--- config.mk ---
export PLATFORM = sky130hd
export DESIGN_NAME = reg4_serializer
export DESIGN_NICKNAME = d
export VERILOG_FILES = /design/src/rtl/reg4_serializer.sv
export SDC_FILE = /design/constraint.sdc
export NUM_CORES = 1
export LEC_CHECK = 0
export CAP_MARGIN = 20
export CORE_AREA = 3 3 40 42
export DETAILED_ROUTE_END_ITERATION = 12
export DIE_AREA = 0 0 43 45
export HOLD_SLACK_MARGIN = 0.06
export PLACE_DENSITY = 0.6
export REMOVE_ABC_BUFFERS = 1
export SETUP_SLACK_MARGIN = 0.1
export SLEW_MARGIN = 20
export SYNTH_ARGS = -nofsm -noshare
export SYNTH_HDL_FRONTEND = slang
export SYNTH_SLANG_ARGS = --single-unit
--- constraint.sdc ---
create_clock -name clk -period 1.6 [get_ports clk]
set_clock_uncertainty 0.05 [all_clocks]
set_input_delay 0.4 -clock clk [delete_from_list [all_inputs] [get_ports clk]]
set_output_delay 0.4 -clock clk [all_outputs]
set_load 0.05 [all_outputs]
--- src/rtl/reg4_serializer.sv ---
// Parallel-in/serial-out stage: one WIDTH-bit word per handshake, one bit per accepted serial beat.
// Optional REG4_SERIALIZER_PARITY_EN appends an even-parity beat to every word.
module reg4_serializer #(
  parameter int WIDTH     = 4,
  parameter bit MSB_FIRST = 1'b0
) (
  input  logic             clk,
  input  logic             reset,
  input  logic [WIDTH-1:0] in_data,
  input  logic             in_valid,
  output logic             in_ready,
  output logic             ser_out,
  output logic             ser_valid,
  output logic             ser_last,
  input  logic             ser_ready,
  output logic             busy
);

`ifdef REG4_SERIALIZER_PARITY_EN
  localparam int NBEATS = WIDTH + 1;
`else
  localparam int NBEATS = WIDTH;
`endif
  localparam int CW = $clog2(NBEATS);

  typedef enum logic {IDLE, SHIFT} state_t;

  state_t           state_q, state_d;
  logic [WIDTH-1:0] shreg_q, shreg_d;
  logic [CW-1:0]    cnt_q, cnt_d;
`ifdef REG4_SERIALIZER_PARITY_EN
  logic             parity_q, parity_d;
`endif

  logic last_beat;
  logic beat_acc;
  logic load;
  logic data_bit;

  always_comb begin
    last_beat = (state_q == SHIFT) && (cnt_q == CW'(NBEATS - 1));
    beat_acc  = (state_q == SHIFT) && ser_ready;
    // A last-beat accept reopens the input so the next word follows with no bubble.
    in_ready  = !reset && ((state_q == IDLE) || (beat_acc && last_beat));
    load      = in_ready && in_valid;

    state_d  = state_q;
    shreg_d  = shreg_q;
    cnt_d    = cnt_q;
`ifdef REG4_SERIALIZER_PARITY_EN
    parity_d = parity_q;
`endif

    if (load) begin
      state_d  = SHIFT;
      shreg_d  = in_data;
      cnt_d    = '0;
`ifdef REG4_SERIALIZER_PARITY_EN
      parity_d = ^in_data;
`endif
    end else if (beat_acc) begin
      if (last_beat) begin
        state_d = IDLE;
      end else begin
        if (MSB_FIRST) shreg_d = shreg_q << 1;
        else           shreg_d = shreg_q >> 1;
        cnt_d = cnt_q + 1'b1;
      end
    end
  end

  always_comb begin
    if (MSB_FIRST) data_bit = shreg_q[WIDTH-1];
    else           data_bit = shreg_q[0];
`ifdef REG4_SERIALIZER_PARITY_EN
    // The final beat of a word carries the parity captured at load.
    if (last_beat) data_bit = parity_q;
`endif
    ser_valid = (state_q == SHIFT);
    busy      = (state_q == SHIFT);
    ser_last  = last_beat;
    ser_out   = ser_valid && data_bit;
  end

  always_ff @(posedge clk or posedge reset) begin
    if (reset) begin
      state_q  <= IDLE;
      shreg_q  <= '0;
      cnt_q    <= '0;
`ifdef REG4_SERIALIZER_PARITY_EN
      parity_q <= 1'b0;
`endif
    end else begin
      state_q  <= state_d;
      shreg_q  <= shreg_d;
      cnt_q    <= cnt_d;
`ifdef REG4_SERIALIZER_PARITY_EN
      parity_q <= parity_d;
`endif
    end
  end

endmodule

==> results of run 1 <==
==> flip-flops by register name, summed over array words and instances, names as in the netlist <==
name and flops:
shreg_q 4, cnt_q 2, busy 1
==> worst max-delay path, stage by stage (launching register included) <==
cell and delay, ns:
dfrtp_1 0.41, ha_4 0.19, a21boi_4 0.16, nor2_2 0.07, buf_12 0.14
==> area by class of cell <==
type / instances / area, um^2 / area share
tap: 15 / 18.8 / 0.0284
sequential: 7 / 175 / 0.265
multi-input combinational: 22 / 193 / 0.292
clock buffer: 4 / 26.3 / 0.0398
timing repair buffer: 18 / 229 / 0.347
inverter: 5 / 18.8 / 0.0284
==> kinds of logic (layout without fill, tap and decap cells) <==
family,after synthesis,in the layout
and+or+nand+nor,13,13
adders and majority gates,1,1
muxes,1,1
xor gates and xnor gates,1,1
AOI/OAI and AO/OA,6,6
buffers and inverters,6,27
DFF,7,7
==> per-layer routing <==
metal / share of wire / GRT usage / wire length, um / up-vias
li1: - / - / - / 158
met1: 0.45 / 0.116 / 366 / 147
met2: 0.46 / 0.141 / 375 / 10
met3: 0.055 / 0.0359 / 45 / 3
met4: 0.039 / 0.0904 / 32 / 0
met5: 0 / 0 / 0 / -
==> stage by stage <==
step	hold slack, ns	util	TNS [ns]
2_1_floorplan	0.153	-	-2.42
3_3_place_gp	0.440	0.426	-0.770
3_5_place_dp	0.437	0.426	-0.769
4_1_cts	0.413	0.498	-0.128
5_1_grt	0.436	0.514	-0.160
6_report	0.416	0.514	-0.0677
==> how the worst max path moves through the flow <==
stage	to	slack (ns)	depth (start not counted)
2_1_floorplan	in_ready	-0.60	2
3_3_place_gp	in_ready	-0.18	4
3_5_place_dp	in_ready	-0.20	4
4_1_cts	in_ready	-0.13	4
5_1_grt	in_ready	-0.14	4
6_report	in_ready	-0.07	4
==> layout by cell type (no fill, tap or decap), types with 3 or more instances in the layout <==
cell             Yosys  layout
a221o_1              3       3
buf_12               0       5
buf_6                0       4
clkbuf_4             0       3
clkdlybuf4s50_1      0       6
dfrtp_1              7       7
inv_1                5       5
nor2_1               6       5
==> report_power, final <==
group          internal [W]  total [W]  switching [W]
clock network     0.0000955   0.000165      0.0000699
registers          0.000257   0.000315      0.0000576
logic              0.000505   0.000918       0.000413
==> timing repair <==
| action | CTS | global route |
|---|---|---|
| gates resized for setup | 9 | 3 |
| setup endpoints to repair | 6 | 9 |
| pin swaps | 2 | 4 |
| setup buffers | 5 | 0 |
| hold buffers | 0 | 0 |
==> metrics.md, run 1 <==
| Metric | Value |
|---|---|
| GR Overflow Total | 0 |
| Final Non-Filler Cells | 71 |
| Num CTS Buffers | 3 |
| Syn Area/Cell | 10.3 um^2 |
| Post-synth EDFFs | 0 |
| Initial antenna violation count | 0 |
| # diodes | 0 |
| Die area | 1940 um^2 |
| Setup slack, reg-to-reg | 0.13 ns |
| Post-Synth XOR/XNOR Area | 0.0244 |
| Placer Congestion | 0.621 |
| Worst EP required | 1.15 ns |
| Die Y-Extent | 45 um |
| Number of cells produced by synthesis | 35 |
| Tightest Hold Check Type | primary input to async pin |
| Critical Path Start | cnt_q[1] |
| DR WL/cell | 11.5 um |
| Area Overhead vs Synth | 84.0% |
| Final worst path period share | 1.04 |
| Post-route ant nets | 0 |
| CTS clock-pin slew for the worst setup and hold paths | roughly 0.060 ns |
| Mux contribution to synthesized area | 0.0279 |
| CTS max path bufs | 2 |
| Outcome | finished, violations left |
| VDD IR max | between 0.8 and 0.9 mV |
| Synth Warn # | 0 |
| Vias per inst | 4.48 |
| Cell Area, Synth | around 360 um^2 |
| Tot GR Track Use | 0.0991 |
| Final Hold Viols | 0 |
| Synth Area in Compound Gates | 0.164 |
| Cell variety after synth | 14 |
| Yosys top cell by area | dfrtp_1 |
| Pwr/cell area | around 2100 nW/um^2 |
| Largest family of logic cells by synthesized area | simple AND/OR/NAND/NOR gates |
| Vias in the first global route | approximately 300 |
| Share of layout cells above drive strength 1 | 0.375 |
| Placed wire-length estimate | about 550 um |
| First-pass GRT wire length | 1.32 mm |
| Kind of critical path | flop to primary output |
| Placed insts | 62 |
| Worst r2r dst | shreg_q[1] |
| Post-synth top flop | dfrtp_1 |
| Seq/Total Area, Yosys | 0.488 |
| Slew Viols, Final | 0 |
| Initial DRC count | 3 |
| Remaining DRCs | 0 |
| Clk root buf | clkbuf_4 |
| Clk sinks | 7 |
| Seq cells post-synth | 7 |
| CTS tree | yes |
| H-tree levels | 1 |
| # fillers | 129 |
| First drt pass iteration count | 4 |
| Max-cap viol count | 0 |
| Fraction of registers with async set or reset after synthesis | 1.00 |
| Placement Cell Area | 548 um^2 |
| Total power draw | 0.00140 W |
| Top post-synthesis cells by area | dfrtp_1, a221o_1, nor2_1 |
| Crit end category | primary output |
| Max Freq | around 0.6 GHz |
| Via count | 318 |
| Post-route worst setup slack | -0.0677 ns |
| Tightest Pin Transition | 0.296 ns |
| Commonest cells in the netlist | dfrtp_1, nor2_1, inv_1 |
| Drt total wl | slightly above 800 um |
| Failing checks | setup timing |
| Worst flop-to-flop path startpoint | busy |
| Largest net degree at the start of global routing | 8 |
| Post-Synth Adder-Cell Area | 0.0348 |
| I/O Buffers | 12 |
| RSZ-0062 raised after global routing | yes |
| Worst slack at placement | -0.195 ns |
| R2R cell count | 6 |
| Starting Density | 0.279 |
| Final min period | approximately 1.7 ns |
| Worst setup SP type | flop |
| Nets | between 60 and 70 |
| Final instance area | 661 um^2 |
| Row count | 13 |
| Worst Path Arrival | ~1.2 ns |
| Core ar. | 1280 um^2 |
| Worst Path Max Fanout | 4 |
| # IOs | 13 |
| Simple-gate share of the synthesized area | 0.188 |
| Slew HR | 0.802 |
| Die Width | 43 um |
| P_leak | approximately 0.31 nW |
| Worst skew pair latency | 0.26 ns |
| Final setup fails | 1 |
| Most common cell in the netlist | dfrtp_1 |
| Post-synth top area share | 0.488 |
No activity file was read; power rests on OpenSTA's default activity.
==> run 2, diff against run 1 <==
TNS_END_PERCENT = 50   (was default)
clock period = 1.7 ns   (was 1.6 ns; I/O delays follow)
==> metrics.md, run 2 (synthesis gave the netlist of run 1 again) <==
| Metric | Value |
|---|---|
| Starting Density | 0.279 (unchanged) |
| Pwr/cell area | 2010 nW/um^2 (was 2120 nW/um^2) |
| Drt total wl | 791 um (was 819 um) |
| Final Hold Viols | 0 (unchanged) |
| RSZ-0062 raised after global routing | yes (unchanged) |
| Vias per inst | 4.38 (was 4.48) |
| Post-route worst setup slack | 0.00502 ns (was -0.0677 ns) |
| # IOs | 13 (unchanged) |
| Kind of critical path | flop to primary output (unchanged) |
| P_leak | 0.279 nW (was 0.312 nW) |
| I/O Buffers | 12 (unchanged) |
| Multi-input logic area | 163 um^2 (was 193 um^2) |
| Setup TNS | 0 ns (was -0.0677 ns) |
| Vias in the first global route | 253 (was 298) |
| Clk root buf | clkbuf_4 (unchanged) |
| Crit end category | primary output (unchanged) |
| CTS clock-pin slew for the worst setup and hold paths | 0.06 ns (about the same) |
| Commonest non-fill, non-tap cell in the layout | dfrtp_1 (unchanged) |
| Placer Congestion | 0.657 (was 0.621) |
| Tightest Hold Check Type | primary input to async pin (unchanged) |
| DR WL/cell | 11.5 um (about the same) |
| Worst setup SP type | flop (unchanged) |
| Initial antenna violation count | 0 (unchanged) |
| First-pass GRT wire length | 1.15 mm (was 1.32 mm) |
| Row count | 13 (unchanged) |
| H-tree levels | 1 (unchanged) |
| Via count | 302 (was 318) |
| Placed insts | 62 (unchanged) |
| Worst flop-to-flop path startpoint | cnt_q[1] (was busy) |
| Final min period | 1.69 ns |
| Post-route ant nets | 0 (unchanged) |
| Slew Viols, Final | 0 (unchanged) |
| Tightest Pin Transition | 0.294 ns (was 0.296 ns) |
| VDD IR max | 1.01 mV (was 0.801 mV) |
| # diodes | 0 (unchanged) |
| Die area | 1940 um^2 (unchanged) |
| First drt pass iteration count | 5 (was 4) |
| Outcome | completed (was finished, violations left) |
| Critical Path Start | cnt_q[1] (unchanged) |
| Final Non-Filler Cells | 69 (was 71) |
| Area Overhead vs Synth | 67.2% (was 84.0%) |
| Hold Buf Count CTS | 0 (unchanged) |
| Hold_ws | 0.431 ns (was 0.416 ns) |
| Max Freq | 0.590 GHz |
| Register bank with the most flops | shreg_q (unchanged) |
| Remaining DRCs | 0 (unchanged) |
| Worst slack at placement | -0.152 ns (was -0.195 ns) |
| Die Y-Extent | 45 um (unchanged) |
| Num CTS Buffers | 3 (unchanged) |
| CTS max path bufs | 2 (unchanged) |
| Max reg flops | 4 (unchanged) |
| Max-cap viol count | 0 (unchanged) |
| Placed wire-length estimate | 522 um (was 553 um) |
| # fillers | 128 (was 129) |
| Final setup fails | 0 (was 1) |
| Commonest non-fill, non-tap cells in the layout | dfrtp_1, clkdlybuf4s50_1, nor2_1, inv_1, buf_12 (unchanged) |
| CTS tree | yes (unchanged) |
| Worst skew pair latency | 0.26 ns (about the same) |
| Share of layout cells above drive strength 1 | 0.296 (was 0.375) |
| Clk sinks | 7 (unchanged) |
| Initial DRC count | 5 (was 3) |
| Worst EP required | 1.22 ns (was 1.15 ns) |
| Slew HR | 0.804 (was 0.802) |
| Total power draw | 0.00121 W (was 0.00140 W) |
| Die Width | 43 um (unchanged) |
| Worst Path Max Fanout | 4 (unchanged) |
| Nets | 64 (was 66) |
| Core ar. | 1280 um^2 (unchanged) |
| Worst Path Arrival | 1.22 ns (about the same) |
| GR Overflow Total | 0 (unchanged) |
| Tot GR Track Use | 0.0840 (was 0.0991) |
| Largest net degree at the start of global routing | 8 (unchanged) |
| Final worst path period share | 0.997 |
| FF+latch area | 175 um^2 (unchanged) |
[run 2: cell count changes in the layout (fill, tap and decap cells not counted)]
cell	change
nand2b_4	-1
buf_6	-4
ha_4	-1
a21boi_4	-1
ha_2	+1
a21boi_2	+1
nand2b_1	+1
and2_4	-2
buf_4	+2
and2_1	+2
[run 2: through the flow]
step           utilization  cell area [um^2]
6_report             0.467               601
5_1_grt              0.467               601
4_1_cts              0.456               586
3_5_place_dp         0.426               548
2_1_floorplan            -               352
3_3_place_gp         0.426               548
[run 2: path summary, 6_finish.rpt]
check / endpoint / slack, ns / cells past startpoint
max: in_ready / 0.005 / 4
max reg2reg: shreg_q[2] / 0.17 / 6
min: cnt_q[1] / 0.43 / 2
max in group asynchronous: shreg_q[1] / 0.94 / 2
min in group clk: shreg_q[3] / 0.45 / 1
min reg2reg: shreg_q[3] / 0.45 / 1
[run 2: per-layer routing]
| metal | global-route usage | wire length (um) | share of wire | up-vias |
|---|---|---|---|---|
| met5 | 0 | 0 | 0 | - |
| met1 | 0.106 | 343 | 0.43 | 138 |
| met3 | 0.0359 | 45 | 0.057 | 0 |
| met2 | 0.117 | 402 | 0.51 | 9 |
| met4 | 0.0542 | 0 | 0 | 0 |
| li1 | - | - | - | 155 |
[run 2: cell type report]
cell class                 instances  share of cell area
sequential                         7               0.292
multi-input combinational         22               0.271
timing repair buffer              16               0.331
clock buffer                       4              0.0438
tap                               15              0.0313
inverter                           5              0.0313
[run 2: power by group]
group	switching, W	internal (W)
combinational	0.000366	0.000387
sequential	0.0000518	0.000242
clock	0.0000684	0.0000900
total	0.000487	0.000718
[run 2: worst max-delay path, cell delays in order, from the launching register on]
cell and delay, ns:
dfrtp_1 0.38, ha_2 0.21, a21boi_2 0.16, nor2_2 0.07
buf_12 0.14
[run 2: what timing repair did]
action / 4_1_cts / 5_1_grt
setup buffers: 1 / 2
endpoints found under the setup margin: 2 / 3
pin swaps: 3 / 4
resized for setup: 3 / 0
